===== src/rtl/lsu_wb.sv =====
// lsu_wb: multi-cycle load/store unit driving the GPR write port from memory responses.
// Optional `LSU_MISALIGN_EXC_EN adds an accept-time alignment check and the misalign_o pulse.
module lsu_wb #(
    parameter int DATA_W  = 64,
    parameter int ADDR_W  = 64,
    parameter int RADDR_W = 5
) (
    input  logic               lsu_clk_i,
    input  logic               lsu_rst_i,
    input  logic               ex_valid_i,
    output logic               ex_ready_o,
    input  logic [3:0]         ex_op_i,
    input  logic [ADDR_W-1:0]  ex_addr_i,
    input  logic [DATA_W-1:0]  ex_wdata_i,
    input  logic [RADDR_W-1:0] ex_rd_i,
    output logic               mem_req_o,
    output logic               mem_we_o,
    output logic [ADDR_W-1:0]  mem_addr_o,
    output logic [DATA_W-1:0]  mem_wdata_o,
    output logic [7:0]         mem_wstrb_o,
    input  logic               mem_gnt_i,
    input  logic               mem_rvalid_i,
    input  logic [DATA_W-1:0]  mem_rdata_i,
    output logic               reg_wen_o,
    output logic [RADDR_W-1:0] reg_waddr_o,
    output logic [DATA_W-1:0]  reg_wdata_o,
    output logic               lsu_done_o,
    output logic               lsu_busy_o,
    output logic [2:0]         lsu_state_o
`ifdef LSU_MISALIGN_EXC_EN
    ,
    output logic               misalign_o
`endif
);

    // Handshake: an op transfers on the rising edge where ex_valid_i & ex_ready_o;
    // a memory request transfers on the edge where mem_req_o & mem_gnt_i.
    typedef enum logic [2:0] {
        IDLE = 3'd0,
        REQ  = 3'd1,
        WAIT = 3'd2,
        WB   = 3'd3,
        DONE = 3'd4
    } state_t;

    state_t             state_q;
    logic [3:0]         op_q;
    logic [2:0]         off_q;
    logic [RADDR_W-1:0] rd_q;

    logic               acc_ok;
    logic               acc_store;
    logic [7:0]         acc_base;
    logic [7:0]         acc_mask;
    logic [DATA_W-1:0]  acc_wdata;
`ifdef LSU_MISALIGN_EXC_EN
    logic               acc_misalign;
`endif

    assign lsu_state_o = state_q;

    function automatic logic [DATA_W-1:0] load_extend(input logic [2:0] op,
                                                      input logic [2:0] off,
                                                      input logic [DATA_W-1:0] rdata);
        logic [DATA_W-1:0] sh;
        sh = rdata >> {off, 3'b000};
        case (op[1:0])
            2'b00:   load_extend = op[2] ? {{(DATA_W-8){1'b0}}, sh[7:0]}
                                         : {{(DATA_W-8){sh[7]}}, sh[7:0]};
            2'b01:   load_extend = op[2] ? {{(DATA_W-16){1'b0}}, sh[15:0]}
                                         : {{(DATA_W-16){sh[15]}}, sh[15:0]};
            2'b10:   load_extend = op[2] ? {{(DATA_W-32){1'b0}}, sh[31:0]}
                                         : {{(DATA_W-32){sh[31]}}, sh[31:0]};
            default: load_extend = sh;
        endcase
    endfunction

    always_comb begin
        acc_ok    = 1'b0;
        acc_store = ex_op_i[3];
        acc_base  = 8'h00;
        case (ex_op_i)
            4'b0000, 4'b0001, 4'b0010, 4'b0011,
            4'b0100, 4'b0101, 4'b0110,
            4'b1000, 4'b1001, 4'b1010, 4'b1011: acc_ok = 1'b1;
            default:                            acc_ok = 1'b0;
        endcase
        case (ex_op_i[1:0])
            2'b00:   acc_base = 8'h01;
            2'b01:   acc_base = 8'h03;
            2'b10:   acc_base = 8'h0F;
            default: acc_base = 8'hFF;
        endcase
        // 8-bit shift deliberately drops lanes past byte 7 for misaligned accesses.
        acc_mask  = acc_store ? (acc_base << ex_addr_i[2:0]) : 8'h00;
        acc_wdata = acc_store ? (ex_wdata_i << {ex_addr_i[2:0], 3'b000}) : '0;
`ifdef LSU_MISALIGN_EXC_EN
        case (ex_op_i[1:0])
            2'b01:   acc_misalign = ex_addr_i[0];
            2'b10:   acc_misalign = |ex_addr_i[1:0];
            2'b11:   acc_misalign = |ex_addr_i[2:0];
            default: acc_misalign = 1'b0;
        endcase
`endif
    end

    always_ff @(posedge lsu_clk_i or posedge lsu_rst_i) begin
        if (lsu_rst_i) begin
            state_q     <= IDLE;
            op_q        <= '0;
            off_q       <= '0;
            rd_q        <= '0;
            ex_ready_o  <= 1'b1;
            mem_req_o   <= 1'b0;
            mem_we_o    <= 1'b0;
            mem_addr_o  <= '0;
            mem_wdata_o <= '0;
            mem_wstrb_o <= '0;
            reg_wen_o   <= 1'b0;
            reg_waddr_o <= '0;
            reg_wdata_o <= '0;
            lsu_done_o  <= 1'b0;
            lsu_busy_o  <= 1'b0;
`ifdef LSU_MISALIGN_EXC_EN
            misalign_o  <= 1'b0;
`endif
        end else begin
            lsu_done_o  <= 1'b0;
            reg_wen_o   <= 1'b0;
            reg_waddr_o <= '0;
            reg_wdata_o <= '0;
`ifdef LSU_MISALIGN_EXC_EN
            misalign_o  <= 1'b0;
`endif
            case (state_q)
                IDLE: begin
                    if (ex_valid_i && ex_ready_o) begin
                        op_q       <= ex_op_i;
                        off_q      <= ex_addr_i[2:0];
                        rd_q       <= ex_rd_i;
                        ex_ready_o <= 1'b0;
                        lsu_busy_o <= 1'b1;
                        if (!acc_ok) begin
                            state_q    <= DONE;
                            lsu_done_o <= 1'b1;
`ifdef LSU_MISALIGN_EXC_EN
                        end else if (acc_misalign) begin
                            state_q    <= DONE;
                            lsu_done_o <= 1'b1;
                            misalign_o <= 1'b1;
`endif
                        end else begin
                            state_q     <= REQ;
                            mem_req_o   <= 1'b1;
                            mem_we_o    <= acc_store;
                            mem_addr_o  <= {ex_addr_i[ADDR_W-1:3], 3'b000};
                            mem_wdata_o <= acc_wdata;
                            mem_wstrb_o <= acc_mask;
                        end
                    end
                end
                REQ: begin
                    if (mem_gnt_i) begin
                        mem_req_o   <= 1'b0;
                        mem_we_o    <= 1'b0;
                        mem_addr_o  <= '0;
                        mem_wdata_o <= '0;
                        mem_wstrb_o <= '0;
                        if (op_q[3]) begin
                            state_q    <= DONE;
                            lsu_done_o <= 1'b1;
                        end else begin
                            state_q <= WAIT;
                        end
                    end
                end
                WAIT: begin
                    if (mem_rvalid_i) begin
                        state_q     <= WB;
                        reg_wen_o   <= (rd_q != '0);
                        reg_waddr_o <= rd_q;
                        reg_wdata_o <= load_extend(op_q[2:0], off_q, mem_rdata_i);
                        lsu_done_o  <= 1'b1;
                    end
                end
                WB, DONE: begin
                    state_q    <= IDLE;
                    ex_ready_o <= 1'b1;
                    lsu_busy_o <= 1'b0;
                end
                default: begin
                    state_q    <= IDLE;
                    ex_ready_o <= 1'b1;
                    lsu_busy_o <= 1'b0;
                end
            endcase
        end
    end

endmodule


===== config.mk =====
export PLATFORM = sky130hd
export DESIGN_NAME = lsu_wb
export DESIGN_NICKNAME = d
export VERILOG_FILES = /design/src/rtl/lsu_wb.sv
export SDC_FILE = /design/constraint.sdc
export NUM_CORES = 1
export LEC_CHECK = 0
export CAP_MARGIN = 20
export CORE_MARGIN = 3
export CORE_UTILIZATION = 45
export CTS_CLUSTER_SIZE = 16
export DETAILED_ROUTE_END_ITERATION = 7
export PLACE_DENSITY = 0.78
export SLEW_MARGIN = 20
export SYNTH_ARGS = -nofsm -noshare
export SYNTH_HDL_FRONTEND = slang
export SYNTH_SLANG_ARGS = --single-unit

===== constraint.sdc =====
create_clock -name lsu_clk_i -period 9.9 [get_ports lsu_clk_i]
set_input_delay 1.485 -clock lsu_clk_i [delete_from_list [all_inputs] [get_ports lsu_clk_i]]
set_output_delay 1.485 -clock lsu_clk_i [all_outputs]
set_load 0.02 [all_outputs]

==> reports/metrics.cfg, run 1 <==
[outcome]
status=finished, final reports clean

[routing]
ant_nets=0
drc=0
routedWlPerCell_um=24.0
drt_pass1_iterations=5
viasPerCell=5.77
drt-initial-drc-count=899
drt-total-wl_um=42300
vias=10147

[critical_path]
arrival_ps=4270
r2r_start=off_q[1]$_DFFE_PP0P_
cp_cell_sequence=clkdlybuf4s50_1, a21o_1, a211oi_2, o21ai_4, buf_4, buf_6, mux2_2
worstSetupStartpointType=input port
path_buf_inv=3
worstPathRequired_ps=10300
critPathCaptureType=flop
crit_path_top_delay_cell=buf_6
cp_top_family=buffers and inverters
critPathKind=in -> reg
worst_path_largest_cell_delay_ps=680
cp-startpoint=ex_op_i[0]
crit_fanout=111

[cts]
cts_post_setup_buffers_inserted=0
htreeDepth=1
cts-root-buf=clkbuf_16
cts_buffer_depth=3
cts.sinks=223
post_cts_resized=0
numCtsBuffers=25
path_clk_slew_ps=60
clk_latency_ps=520
cts_tree=built
hold_buffers=0

[grt]
grt_pass1_vias=10138
antenna_found_initial=10
gr-total-overflow=0
grt_max_degree=141
grt_usage_pct=29.4
grt_pass1_wl_um=63900

[sta]
clock_skew_ps=17.7
fin_crit_sh_pct=39.0
finalSetupViolCount=0
fmax_mhz=259
post-route-min-period_ps=3860
setup_tns_ps=0
hold_viol_final=0
finalMaxSlewViolations=0
grt_setup_unrepaired=no
tightest_slew_ps=1030
relSlewSlack_pct=31.1

[synthesis]
yosys_warnings=0
synth-edff-count=0
synth_area_um2=11500
synth-adder-area-share_pct=0
synth.yosys.seq_area_share_pct=48.3
synthSimpleGateAreaFrac_pct=9.31
synthMuxAreaShare_pct=15.3
synth_cell_types=61
postSynthCellCount=1061
ys_ff_latch=223
avgSynthCellArea_um2=10.9
synth_compound_area_share_pct=21.7
synthXorXnorAreaFrac_pct=0
ys.flop_type=dfrtp_1
synth_top_family_by_area=compound AO/OA/AOI/OAI gates
async_reset_ff_share_pct=100

[floorplanning]
io_pins=420
rows=57
die_w_um=166
die_y_um=166
initial_core_util_pct=46.7
core_area_um2=24700
die_area_um2=27600

[min_path]
hp-start=mem_wdata_o[37]$_DFFE_PP0P_
hp-class=reg -> reg

[power]
peakVddDrop_v=0.000180
power_density_nw_per_um2=268
p_leak_nw=6.92

[place]
dp_cells=1708
dpl.hpwl_um=31300
portBuffers=416
gp_congestion=1.01

[final_layout]
nNetsFinal=1617
drive_gt1_share_pct=12.4
regArea_um2=5590
finalNonFillerCells=1759
syn_to_final_growth_pct=42.9
filler_cell_count=1912
multi_input_area_um2=5360

[run]
maxCapViolCount=0

==> synthesized netlist by cell type, types with 3 or more instances <==
library cell,instances,area [um^2]
a31oi_1,3,18.8
dfrtp_1,222,5560
buf_2,48,240
buf_6,7,78.8
nand3_1,3,15.0
mux2_2,31,349
a22o_1,77,674
mux4_2,28,631
o21ai_1,9,45.0
a211oi_1,35,263
buf_4,7,52.6
clkbuf_1,35,131
o22ai_1,17,106
a21o_1,5,37.5
o21ai_0,40,200
nor2_1,49,184
o31ai_1,30,225
nand2b_1,13,81.3
a21oi_1,48,240
o21ba_2,8,80.1
nand2_1,128,480
a21oi_2,39,342
buf_1,9,33.8
inv_1,16,60.1
mux2i_1,77,771
and2_1,4,25.0
nor3_1,3,15.0
o2bb2ai_1,7,61.3
nor2b_1,18,113
and3_1,4,25.0
==> where the power goes <==
group / leakage [nW] / switching, W / internal [W]
registers: 3.03 / 0.000229 / 0.00118
logic: 3.50 / 0.00115 / 0.000939
clock network: 0.394 / 0.000368 / 0.000557
==> cells by family after synthesis <==
logic type	Yosys count
mux	137
flops	223
simple gates	236
buf+inv	124
compound gates	340
other cells	1
==> routing by layer <==
layer	part of all wire [%]	track usage, %	vias up	wire, um
li1	-	-	4568	-
met1	38	36.9	4965	16300
met2	47	47.2	508	19900
met3	9.4	8.78	104	3990
met4	4.9	13.3	2	2080
met5	0.031	0	-	13
==> worst reg2reg max path, cell delays in order, from the launching register on <==
cell	delay (ps)
dfrtp_2	390
buf_4	330
nor2_1	850
a22oi_2	210
a41oi_2	290
a31o_2	880
a21oi_2	100
==> worst paths after layout <==
check / end / slack [ps] / cells past startpoint
worst min register to register: mem_wdata_o[37]$_DFFE_PP0P_ / 480 / 2
worst min-delay path: mem_wdata_o[37]$_DFFE_PP0P_ / 480 / 2
max in group asynchronous: mem_wdata_o[37]$_DFFE_PP0P_ / 6950 / 3
worst max register to register: reg_wdata_o[51]$_DFF_PP0_ / 6680 / 6
min in group asynchronous: rd_q[1]$_DFFE_PP0P_ / 1570 / 2
worst max-delay path: mem_wstrb_o[0]$_DFFE_PP0P_ / 6040 / 7
==> cell type report <==
class                      instances  share of cell area (%)
multi-input combinational        716                    32.5
antenna                            7                   0.106
inverter                          16                   0.409
clock inverter                     9                   0.743
tap                              324                    2.46
clock buffer                      35                    4.14
timing repair buffer             429                    25.8
sequential                       223                    33.9
==> flip-flops by register name, summed over array words and instances (netlist names) <==
register / count
off_q: 3
op_q: 4
ex_ready_o: 1
mem_wdata_o: 64
reg_waddr_o: 5
mem_we_o: 1
reg_wdata_o: 64
lsu_state_o: 3
rd_q: 5
lsu_done_o: 1
mem_wstrb_o: 8
reg_wen_o: 1
mem_req_o: 1
mem_addr_o: 61
lsu_busy_o: 1
==> layout by cell type, fill, tap and decap left out, drive strengths merged, types with 32 or more instances in the layout <==
cell type        n
o21ai           50
mux2i           77
nand2          128
a211oi          36
nor2            50
clkdlybuf4s50  414
clkbuf          35
mux2            32
dfrtp          222
a22o            77
a21oi           87
==> per-stage QoR <==
stage                     instance area (um^2)  power [W]  setup slack, ps  util, %  hold slack, ps
final                                    16500    0.00442             6040     66.7             477
after global routing                     16500    0.00464             5870     66.7             496
after global placement                   15700    0.00347             5320     63.3             461
after CTS                                16500    0.00444             5810     66.6             479
after detailed placement                 15700    0.00350             5280     63.3             465
after floorplan                          11600    0.00264             2310        -             469
No activity file was read; power rests on OpenSTA's default activity.
==> run 2, diff against run 1 <==
--- a/config.mk
+++ b/config.mk
@@ -7,10 +7,10 @@
 export LEC_CHECK = 0
 export CAP_MARGIN = 20
 export CORE_MARGIN = 3
-export CORE_UTILIZATION = 45
+export CORE_UTILIZATION = 41
 export CTS_CLUSTER_SIZE = 16
 export DETAILED_ROUTE_END_ITERATION = 7
-export PLACE_DENSITY = 0.78
+export PLACE_DENSITY = 0.74
 export SLEW_MARGIN = 20
 export SYNTH_ARGS = -nofsm -noshare
 export SYNTH_HDL_FRONTEND = slang
==> constraint.sdc (replaced) <==
create_clock -name lsu_clk_i -period 3.43 [get_ports lsu_clk_i]
set_input_delay 0.5145 -clock lsu_clk_i [delete_from_list [all_inputs] [get_ports lsu_clk_i]]
set_output_delay 0.5145 -clock lsu_clk_i [all_outputs]
set_load 0.02 [all_outputs]
==> run 2 against run 1 <==
Die area up 9.4%. Final cell count is 3.8% higher. Via count is 0.53% higher. Critical endpoint is now reg_wdata_o[11]$_DFF_PP0_. Sequential power rose to 2.9 times the previous value. Highest routed layer unchanged.
==> reports/metrics.cfg, run 2 (synthesis results as in run 1) <==
[cts]
numCtsBuffers=26
path_clk_slew_ps=60
hold_buffers=0
cts_tree=built
cts_buffer_depth=3
cts-root-buf=clkbuf_16
post_cts_resized=0
htreeDepth=1
clk_latency_ps=520
cts_post_setup_buffers_inserted=0
cts.sinks=223

[sta]
finalMaxSlewViolations=0
post-route-min-period_ps=2540
fin_crit_sh_pct=73.9
fmax_mhz=394
setup_tns_ps=0
finalSetupViolCount=0
clock_skew_ps=11.8
tightest_slew_ps=888
hold_viol_final=0
relSlewSlack_pct=40.8
grt_setup_unrepaired=no

[critical_path]
arrival_ps=2910
critPathCaptureType=flop
worstSetupStartpointType=flop
critPathKind=reg -> reg
worstPathRequired_ps=3800
crit_fanout=38

[final_layout]
largestRegisters=mem_wdata_o x64, reg_wdata_o x64, mem_addr_o x61
nNetsFinal=1636
layout_commonest_cell=clkdlybuf4s50_1
syn_to_final_growth_pct=45.9
drive_gt1_share_pct=13.6
final_cell_mix=clkdlybuf4s50_1 (414), dfrtp_1 (220), nand2_1 (128)

[routing]
drc=0
viasPerCell=5.59
drt-total-wl_um=42200
routedWlPerCell_um=23.1
drt-initial-drc-count=802
vias=10201
drt_pass1_iterations=5
ant_nets=0

[floorplanning]
initial_core_util_pct=42.3
rows=60
die_area_um2=30200
core_area_um2=27300
die_y_um=174
die_w_um=174
io_pins=420

[power]
p_int_w=0.00795
p_switching_w=0.00506
peakVddDrop_v=0.000370
totalPowerFinal_w=0.0130
pwr-share-seq_pct=31.2
p_leak_nw=7.08
combPwrFrac_pct=47.0
clkPwrFrac_pct=21.8
switching_share_pct=38.9
power_density_nw_per_um2=772

[min_path]
hp-class=in -> async

[run]
maxCapViolCount=0

[place]
portBuffers=416
dpl.hpwl_um=32000
gp_congestion=0.952

[outcome]
status=finished, final reports clean

[grt]
gr-total-overflow=0
antenna_found_initial=9
grt_usage_pct=27.0
grt_pass1_wl_um=63800
grt_pass1_vias=10331
grt_max_degree=79

-- run 2: final timing paths --
path | start | endpoint | cells past startpoint | slack (ps)
setup / recovery | off_q[0]$_DFFE_PP0P_ | reg_wdata_o[11]$_DFF_PP0_ | 5 | 890
min in group lsu_clk_i | mem_wdata_o[10]$_DFFE_PP0P_ | mem_wdata_o[10]$_DFFE_PP0P_ | 2 | 480
max in group asynchronous | lsu_rst_i | ex_ready_o$_DFFE_PP1P_ | 3 | 2170
hold / removal | lsu_rst_i | mem_addr_o[53]$_DFFE_PP0P_ | 2 | 470
hold reg to reg | mem_wdata_o[10]$_DFFE_PP0P_ | mem_wdata_o[10]$_DFFE_PP0P_ | 2 | 480
setup reg to reg | off_q[0]$_DFFE_PP0P_ | reg_wdata_o[11]$_DFF_PP0_ | 5 | 890
-- run 2: layout make-up --
type	count	area, um^2
diodes	4	10.0
fillers	2300	10500
repair buffers	447	4470
clock buffers	41	778
multi-input cells	716	5360
well taps	372	465
flip-flops and latches	223	5590
inverters	16	63.8
clock inverters	6	109
-- run 2: per-stage QoR --
stage	utilization [%]	area, um^2	setup WS, ps	hold WS (ps)	std cells
after floorplan	-	11600	6.27	469	1063
after global placement	58.4	16000	792	462	1774
after detailed placement	58.4	16000	690	464	1774
after CTS	61.6	16800	906	473	1821
after global routing	61.7	16800	776	499	1825
final	61.7	16800	894	468	1825
-- run 2: power groups by stage --
stage                     sequential, W  clock [W]  combinational [W]
after floorplan                 0.00466          0            0.00297
after CTS                       0.00406    0.00289            0.00614
final                           0.00405    0.00284            0.00612
after global routing            0.00416    0.00299            0.00651
after global placement          0.00408          0            0.00603
after detailed placement        0.00409          0            0.00610
-- run 2: layer usage --
layer	share of wire [%]	vias up	wire length [um]	track usage, %
met5	0.12	-	51	0
met4	4.6	8	1920	11.2
li1	-	4617	-	-
met1	38	5003	15900	33.2
met2	47	469	19900	43.4
met3	10	104	4310	9.66
-- run 2: critical path, cell delays in order (launching register included) --
cell	delay, ps
dfrtp_4	790
buf_4	520
mux4_2	610
mux2_2	310
nand2_1	70
a21oi_1	60
==> run 3, diff against run 2 <==
==> constraint.sdc (replaced) <==
create_clock -name lsu_clk_i -period 2.15 [get_ports lsu_clk_i]
set_input_delay 0.3225 -clock lsu_clk_i [delete_from_list [all_inputs] [get_ports lsu_clk_i]]
set_output_delay 0.3225 -clock lsu_clk_i [all_outputs]
set_load 0.02 [all_outputs]
==> run 3 against run 2 <==
Global-route usage increased by 0.50 points. Via count up 2.0%. Sequential share of layout area is 0.68 points lower. Critical path type unchanged. Critical endpoint is now reg_wdata_o[10]$_DFF_PP0_. Largest cell class unchanged.
==> reports/metrics.cfg, run 3 (synthesis results as in run 1) <==
[outcome]
status=finished, final reports clean

[sta]
hold_viol_final=0
clock_skew_ps=11.8
finalMaxSlewViolations=0
tightest_slew_ps=645
finalSetupViolCount=0
fin_crit_sh_pct=95.1
fmax_mhz=489
relSlewSlack_pct=57.0
grt_setup_unrepaired=no
post-route-min-period_ps=2050

[routing]
routedWlPerCell_um=23.1
drt-initial-drc-count=840
viasPerCell=5.58
drt-total-wl_um=43200
ant_nets=0
drt_pass1_iterations=5
drc=0
vias=10409

[power]
pwr-share-seq_pct=29.9
clkPwrFrac_pct=20.6
combPwrFrac_pct=49.5
p_leak_nw=7.32
switching_share_pct=39.2
peakVddDrop_v=0.000709
totalPowerFinal_w=0.0210
p_switching_w=0.00823
power_density_nw_per_um2=1220
p_int_w=0.0128

[place]
dpl.hpwl_um=33000
gp_congestion=1.02
placement.cell_area_um2=16400
portBuffers=416

[cts]
path_clk_slew_ps=60
cts.sinks=223
cts_tree=built
htreeDepth=1
cts-root-buf=clkbuf_16
numCtsBuffers=25
cts_post_setup_buffers_inserted=0
cts_buffer_depth=3
clk_latency_ps=520

[floorplanning]
die_w_um=174
die_y_um=174
initial_core_util_pct=42.3
rows=60
die_area_um2=30200
core_area_um2=27300
io_pins=420

[critical_path]
ff2ff_path_depth=5
worstPathRequired_ps=2520
critPathKind=reg -> reg
critPathCaptureType=flop
crit-reg2reg-capture=reg_wdata_o[10]$_DFF_PP0_
rrSetupSlack_ps=100
arrival_ps=2420
r2r_start=off_q[0]$_DFFE_PP0P_
worstSetupStartpointType=flop
crit_fanout=47

[final_layout]
final_cell_mix=clkdlybuf4s50_1 (410), dfrtp_1 (220), nand2_1 (128)
fin_area_um2=17200
largestRegisters=mem_wdata_o x64, reg_wdata_o x64, mem_addr_o x61
nNetsFinal=1678
syn_to_final_growth_pct=49.0
layout_commonest_cell=clkdlybuf4s50_1
drive_gt1_share_pct=16.2

[grt]
grt_pass1_wl_um=65000
grt_max_degree=107
antenna_found_initial=6
gr-total-overflow=0
grt_pass1_vias=10348
grt_usage_pct=27.5

[run]
maxCapViolCount=0

[min_path]
hp-class=in -> async

==> run 3: cell count changes in the layout (fill, tap and decap cells not counted), sizes merged <==
| cell | before | now |
|---|---|---|
| diode | 4 | 5 |
| dlymetal6s2s | 0 | 2 |
| clkbuf | 41 | 33 |
| clkdlybuf4s50 | 414 | 410 |
| inv | 15 | 16 |
| clkinvlp | 1 | 3 |
| dlygate4sd2 | 0 | 2 |
| clkinv | 3 | 6 |
| buf | 33 | 76 |
==> run 3: final cells by class <==
type | count | area (um^2)
diodes | 5 | 12.5
fillers | 2259 | 10100
flip-flops and latches | 223 | 5590
multi-input cells | 716 | 5360
well taps | 372 | 465
clock inverters | 12 | 148
repair buffers | 490 | 4890
clock buffers | 33 | 676
inverters | 16 | 63.8
==> run 3: per-layer routing <==
layer | wire length (um) | up-vias | track usage, %
li1 | - | 4691 | -
met1 | 17000 | 5170 | 35.2
met2 | 20500 | 457 | 44.4
met3 | 3920 | 89 | 7.80
met4 | 1770 | 2 | 10.8
met5 | 13 | - | 0
==> run 3: power by group through the flow <==
stage	sequential (W)	combinational (W)	clock (W)
after floorplan	0.00743	0.00474	0
after global placement	0.00631	0.0103	0
after detailed placement	0.00632	0.0104	0
after CTS	0.00627	0.0104	0.00441
after global routing	0.00640	0.0110	0.00461
final	0.00627	0.0104	0.00433
==> run 3: what timing repair did <==
item | CTS | global route
hold buffers | 0 | 0
setup endpoints to repair | 2 | 2
cloned | 0 | 0
gates resized for setup | 2 | 2
==> run 3: worst max-delay path, stage by stage (launching register included) <==
cell	delay (ps)
dfrtp_4	540
buf_12	310
mux4_2	560
mux2_2	320
nand2_1	90
a21oi_1	70
==> run 3: worst max-delay path by stage <==
| stage | start | to | slack, ps | cells past startpoint |
|---|---|---|---|---|
| after floorplan | lsu_rst_i | lsu_busy_o$_DFFE_PP0P_ | -1080 | 1 |
| after global placement | ex_op_i[3] | mem_wstrb_o[0]$_DFFE_PP0P_ | 9 | 6 |
| after detailed placement | ex_op_i[3] | mem_wstrb_o[0]$_DFFE_PP0P_ | -20 | 6 |
| after CTS | ex_ready_o$_DFFE_PP1P_ | ex_ready_o | 20 | 1 |
| after global routing | off_q[0]$_DFFE_PP0P_ | reg_wdata_o[19]$_DFF_PP0_ | 10 | 7 |
| final | off_q[0]$_DFFE_PP0P_ | reg_wdata_o[10]$_DFF_PP0_ | 100 | 5 |
==> run 3: through the flow <==
stage / setup TNS, ps / hold WS (ps) / instances / util, % / setup slack (ps)
finish: 0 / 297 / 1867 / 62.9 / 105
global route: 0 / 336 / 1867 / 62.9 / 12.1
CTS: 0 / 314 / 1862 / 62.9 / 15.5
detailed placement: -23.2 / 466 / 1817 / 59.9 / -23.2
global placement: 0 / 460 / 1817 / 59.9 / 8.91
floorplan: -240470 / 439 / 1063 / - / -1080
